**src/rtl/sparse_operand_gather.sv**
```systemverilog
// 2:4 structured-sparse operand gather: pairs each compressed A non-zero with its dense B
// element, and queues the lane pairs in a 2-entry output FIFO with K-tile last marking.
module sparse_operand_gather #(
   parameter int N_MUL   = 4,
   parameter int DW_MUL  = 8,
   parameter int K_BEATS = 4,
   parameter int CW      = $clog2(K_BEATS)
) (
   input  logic                      clk,
   input  logic                      reset,
   input  logic                      enable,
   input  logic                      in_valid,
   output logic                      in_ready,
   input  logic [N_MUL*DW_MUL-1:0]   in_a_val,
   input  logic [N_MUL*2-1:0]        in_a_idx,
   input  logic [2*N_MUL*DW_MUL-1:0] in_b,
   output logic                      out_valid,
   input  logic                      out_ready,
   output logic [N_MUL*DW_MUL-1:0]   out_a,
   output logic [N_MUL*DW_MUL-1:0]   out_b,
   output logic                      out_last,
   output logic                      meta_err,
   output logic [CW-1:0]             beat_cnt
);

   localparam int G = N_MUL / 2;
   localparam int W = N_MUL * DW_MUL;

   logic [W-1:0] gat_a_p0;
   logic [W-1:0] gat_b_p0;
   logic         err_p0;
   logic         last_p0;
   logic         vld_p0;

   logic [W-1:0] skid_a_p1;
   logic [W-1:0] skid_b_p1;
   logic         skid_last_p1;

   logic [1:0]   count;
   logic         pop;
   logic         load_in;
   logic         load_skid;
   logic         skid_wr;

   function automatic logic signed [DW_MUL-1:0] pick_b(input logic [2*W-1:0] b,
                                                       input int g,
                                                       input logic [1:0] idx);
      return b[(4*g + int'(idx))*DW_MUL +: DW_MUL];
   endfunction

   function automatic logic signed [DW_MUL-1:0] pick_a(input logic [W-1:0] a, input int j);
      return a[j*DW_MUL +: DW_MUL];
   endfunction

   // ---- stage p0: combinational gather and metadata check on the input beat
   always_comb begin
      gat_a_p0 = '0;
      gat_b_p0 = '0;
      err_p0   = 1'b0;
      for (int g = 0; g < G; g++) begin
         // a group with non-increasing positions is zeroed rather than half-gathered
         if (in_a_idx[4*g +: 2] < in_a_idx[4*g+2 +: 2]) begin
            for (int k = 0; k < 2; k++) begin
               gat_a_p0[(2*g+k)*DW_MUL +: DW_MUL] = pick_a(in_a_val, 2*g + k);
               gat_b_p0[(2*g+k)*DW_MUL +: DW_MUL] = pick_b(in_b, g, in_a_idx[(2*g+k)*2 +: 2]);
            end
         end else begin
            err_p0 = 1'b1;
         end
      end
   end

   assign last_p0   = (beat_cnt == CW'(K_BEATS - 1));
   assign in_ready  = enable & ~reset & (count != 2'd2);
   assign out_valid = enable & (count != 2'd0);
   assign vld_p0    = in_valid & in_ready;
   assign pop       = out_valid & out_ready;

   // head register is the output; skid holds the second entry only when two are queued
   assign load_in   = vld_p0 & ((count == 2'd0) | ((count == 2'd1) & pop));
   assign load_skid = pop & (count == 2'd2);
   assign skid_wr   = vld_p0 & (count == 2'd1) & ~pop;

   // ---- stage p1: FIFO head/skid registers and tile/error control
   always_ff @(posedge clk or posedge reset) begin
      if (reset) begin
         count    <= 2'd0;
         beat_cnt <= '0;
         meta_err <= 1'b0;
         out_a    <= '0;
         out_b    <= '0;
         out_last <= 1'b0;
      end else begin
         if (vld_p0) begin
            beat_cnt <= last_p0 ? '0 : beat_cnt + CW'(1);
            if (err_p0) meta_err <= 1'b1;
         end
         if (vld_p0 && !pop)      count <= count + 2'd1;
         else if (!vld_p0 && pop) count <= count - 2'd1;
         if (load_in) begin
            out_a    <= gat_a_p0;
            out_b    <= gat_b_p0;
            out_last <= last_p0;
         end else if (load_skid) begin
            out_a    <= skid_a_p1;
            out_b    <= skid_b_p1;
            out_last <= skid_last_p1;
         end
      end
   end

   always_ff @(posedge clk) begin
      if (skid_wr) begin
         skid_a_p1    <= gat_a_p0;
         skid_b_p1    <= gat_b_p0;
         skid_last_p1 <= last_p0;
      end
   end

endmodule

```
**config.mk**
```make
export PLATFORM = sky130hd
export DESIGN_NAME = sparse_operand_gather
export DESIGN_NICKNAME = d
export VERILOG_FILES = /design/src/rtl/sparse_operand_gather.sv
export SDC_FILE = /design/constraint.sdc
export NUM_CORES = 1
export LEC_CHECK = 0
export CAP_MARGIN = 20
export CELL_PAD_IN_SITES_DETAIL_PLACEMENT = 0
export CELL_PAD_IN_SITES_GLOBAL_PLACEMENT = 1
export CORE_MARGIN = 2
export CORE_UTILIZATION = 35
export DETAILED_ROUTE_END_ITERATION = 7
export PLACE_DENSITY_LB_ADDON = 0.2
export SLEW_MARGIN = 5
export SYNTH_ARGS = -nofsm -noshare
export SYNTH_HDL_FRONTEND = slang
export SYNTH_SLANG_ARGS = --single-unit
```
**constraint.sdc**
```tcl
create_clock -name clk -period 2.79 [get_ports clk]
set_input_delay 0.558 -clock clk [delete_from_list [all_inputs] [get_ports clk]]
set_output_delay 0.558 -clock clk [all_outputs]
set_load 0.005 [all_outputs]
```
==> impl_results.rst <==
.. list-table::
   :header-rows: 1

   * - Metric
     - Value
   * - Outcome
     - finished, final reports clean
   * - Antenna diode instance count
     - 0
   * - DIE WIDTH
     - 142 um
   * - Leading area contributor after synthesis
     - edfxtp_1
   * - Area of the placeable core
     - 18,600 um2
   * - Number of vias per cell after detailed routing
     - 5.05
   * - Leading cell types by total area after synthesis
     - edfxtp_1 29%, dfrtp_1 26%, mux4_2 11%
   * - Synthesized-area fraction occupied by ao, oa, aoi and oai cells
     - 5.33%
   * - Max Transition Viols Final
     - 0
   * - Layout fillers
     - 1,623
   * - Synth warnings
     - 0
   * - Die Ht
     - 142 um
   * - Arrival time of data at the critical path endpoint
     - 1860 ps
   * - Wire length of the first global-routing pass
     - 25.7 mm
   * - Routability cong.
     - 0.786
   * - Flop2flop setup slack
     - 670 ps
   * - Number of hold violations in the final report
     - 0
   * - Maximum frequency from static timing analysis
     - 414 MHz
   * - Antenna violations before repair
     - 0
   * - Clock buffers created by TritonCTS
     - 17
   * - Die Footprint
     - 20,100 um2
   * - Data required time at the worst endpoint
     - 2230 ps
   * - Total global routing track utilization
     - 16.6%
   * - Post-Synth XOR/XNOR Area
     - 0.264%
   * - RSZ-0062 raised after global routing
     - false
   * - Total global routing overflow
     - 0
   * - # Post-CTS Setup Buffers
     - 0
   * - Post-synthesis adder-cell area fraction
     - 1.32%
   * - Number of detailed-routing iterations run before antenna repair
     - 4
   * - Number of cells in the design after placement
     - 892
   * - Worst flop-to-flop path startpoint
     - count[0]
   * - Vias in the first global route
     - 4,717
   * - Per-cell routed wire length
     - 17.5 um
   * - Fin Clk Skew
     - 8.27 ps
   * - Sequential fraction of the synthesis area
     - 55.8%
   * - Largest net degree at the start of global routing
     - 66
   * - Sum of routed wire length over all layers
     - 16.2 mm
   * - Hold_buf cts
     - 0
   * - Final period util
     - 86.5%
   * - Critical path launch point
     - enable
   * - Share of Yosys cell area claimed by the top area cell type
     - 29.4%
   * - Type of the most critical hold path
     - flop to flop
   * - Clock sinks
     - 135
   * - Fraction of the mapped netlist area in simple logic gates
     - 12.1%
   * - Half-perimeter wire length of the detailed placement result
     - 11.4 mm
   * - P per Cell Area
     - 804 nW/um2
   * - Count of routing violations after the opening detailed-route iteration
     - 194
   * - Top cells by instance count after synthesis
     - 70 x dfrtp_1, 65 x edfxtp_1, 65 x mux2i_1
   * - Number of enable-type register cells in the synthesized netlist
     - 65
   * - Latest clock arrival within the worst-skew pair
     - 410 ps
   * - Clock buffer depth
     - 2
   * - Least-Margin Pin Slew
     - 591 ps
   * - Kind of start point of the critical path
     - input port
   * - Static Leak
     - 3.88 nW
   * - Via Count
     - 4,669
   * - Setup-failing EPs final
     - 0
   * - Number of synthesized register bits
     - 135
   * - Number of nets in the layout
     - 793
   * - Final Critical Period
     - 2410 ps
   * - P&R area growth vs syn
     - 41.4%
   * - Average cell area after synthesis
     - 13.2 um2
   * - Sum of negative setup slack
     - 0 ps
   * - Remaining routing DRC violations
     - 0
   * - Path type of the worst setup path
     - input port to output pin
   * - Area occupied by multi-input gates
     - 2690 um2
   * - Share of flip-flops with an asynchronous set or reset
     - 51.9%
   * - Standard-cell row count
     - 50
   * - TritonCTS clock tree
     - yes
   * - Max VDD drop
     - 0.403 mV
   * - Clock slew at the register clock pins of the worst setup and hold paths
     - 50 ps
   * - Number of placed I/O pins
     - 179
   * - Origin of the worst min-delay path
     - meta_err
   * - CTS H-Tree Depth
     - 4
   * - Post-layout instance count excluding filler cells
     - 924
   * - Multiplexer area fraction after synthesis
     - 21.0%
   * - Initial standard-cell utilization of the core
     - 35.6%
   * - Post-synth top flop
     - dfrtp_1
   * - Area of the mapped netlist
     - 6640 um2
   * - Number of nets with antenna violations after detailed routing
     - 0
   * - Combinational family with the most area after synthesis
     - multiplexers
   * - Max-cap violation count
     - 0
   * - Most frequently used cell type in the post-synthesis netlist
     - dfrtp_1
   * - Proportion of layout cells with a drive suffix above 1
     - 13.0%
   * - Element type at the critical path end
     - output pin
   * - Buffers added on ports
     - 178
   * - Post-route total power
     - 7.56 mW
   * - Sequential cell area
     - 3700 um2
   * - Largest driver fanout on the critical path
     - 6
   * - Clock root cell
     - clkbuf_16
   * - Worst relative slew slack
     - 60.5%
   * - Total nets after synthesis
     - 619
   * - Gate count after technology mapping
     - 503
   * - CTS resizes
     - 0
   * - Number of unique standard cell types used by synthesis
     - 32
-- per-stage QoR --
| step | area [um2] | hold WS, ps | util [%] | worst slack [ps] |
|---|---|---|---|---|
| global route | 9390 | 508 | 50.4 | 267 |
| finish | 9390 | 481 | 50.4 | 377 |
| global placement | 8750 | 457 | 47.0 | 309 |
| detailed placement | 8750 | 473 | 47.0 | 301 |
| CTS | 9390 | 485 | 50.4 | 374 |
| floorplan | 6640 | 451 | - | 445 |
-- power breakdown --
part	switching, mW	internal [mW]
sequential	0.272	2.61
combinational	0.884	1.39
clock	0.826	1.57
-- state kept, by name, summed over array words and instances, names as in the netlist --
register / count
out_a: 32
out_b: 32
skid_a_p1: 32
skid_b_p1: 32
beat_cnt: 2
count: 2
meta_err: 1
out_last: 1
skid_last_p1: 1
-- logic make-up after synthesis --
family,after synthesis
mux,99
simple gates,141
buf+inv,49
fa+ha+maj,7
xor+xnor,2
flops,135
compound gates,70
-- worst max-delay path, stage by stage --
cell and delay [ps]:
clkdlybuf4s50_1 560, nor3b_1 200, clkdlybuf4s50_1 530
-- final cells by class --
cell class / count / share of cell area [%]
clock inverters: 10 / 1.77
well taps: 234 / 3.12
clock buffers: 22 / 5.05
multi-input cells: 319 / 28.6
inverters: 5 / 0.213
flip-flops and latches: 135 / 39.4
repair buffers: 199 / 21.8
-- final timing paths --
path                           endpoint  cells past startpoint
max                            in_ready                      3
min reg2reg                    meta_err                      1
max in group asynchronous      out_b[7]                      3
max reg2reg                skid_a_p1[1]                      6
min in group asynchronous     out_a[27]                      2
min                            meta_err                      1
-- per-layer routing --
metal,up-vias,track usage (%),share of wire [%]
met1,2269,20.5,42
met4,0,6.11,1.8
li1,2216,-,-
met3,22,5.10,6.4
met5,-,0,0
met2,162,27.5,50
-- cell usage in the layout, fill, tap and decap left out, drive strengths merged, types with 4 or more instances in the layout --
cell type	count
mux4	32
o21ai	66
buf	21
mux2i	65
clkbuf	22
nand3	64
and2	64
clkdlybuf4s50	178
inv	6
bufinv	4
edfxtp	65
ha	7
dfrtp	70
(Power assumes the default switching activity.)
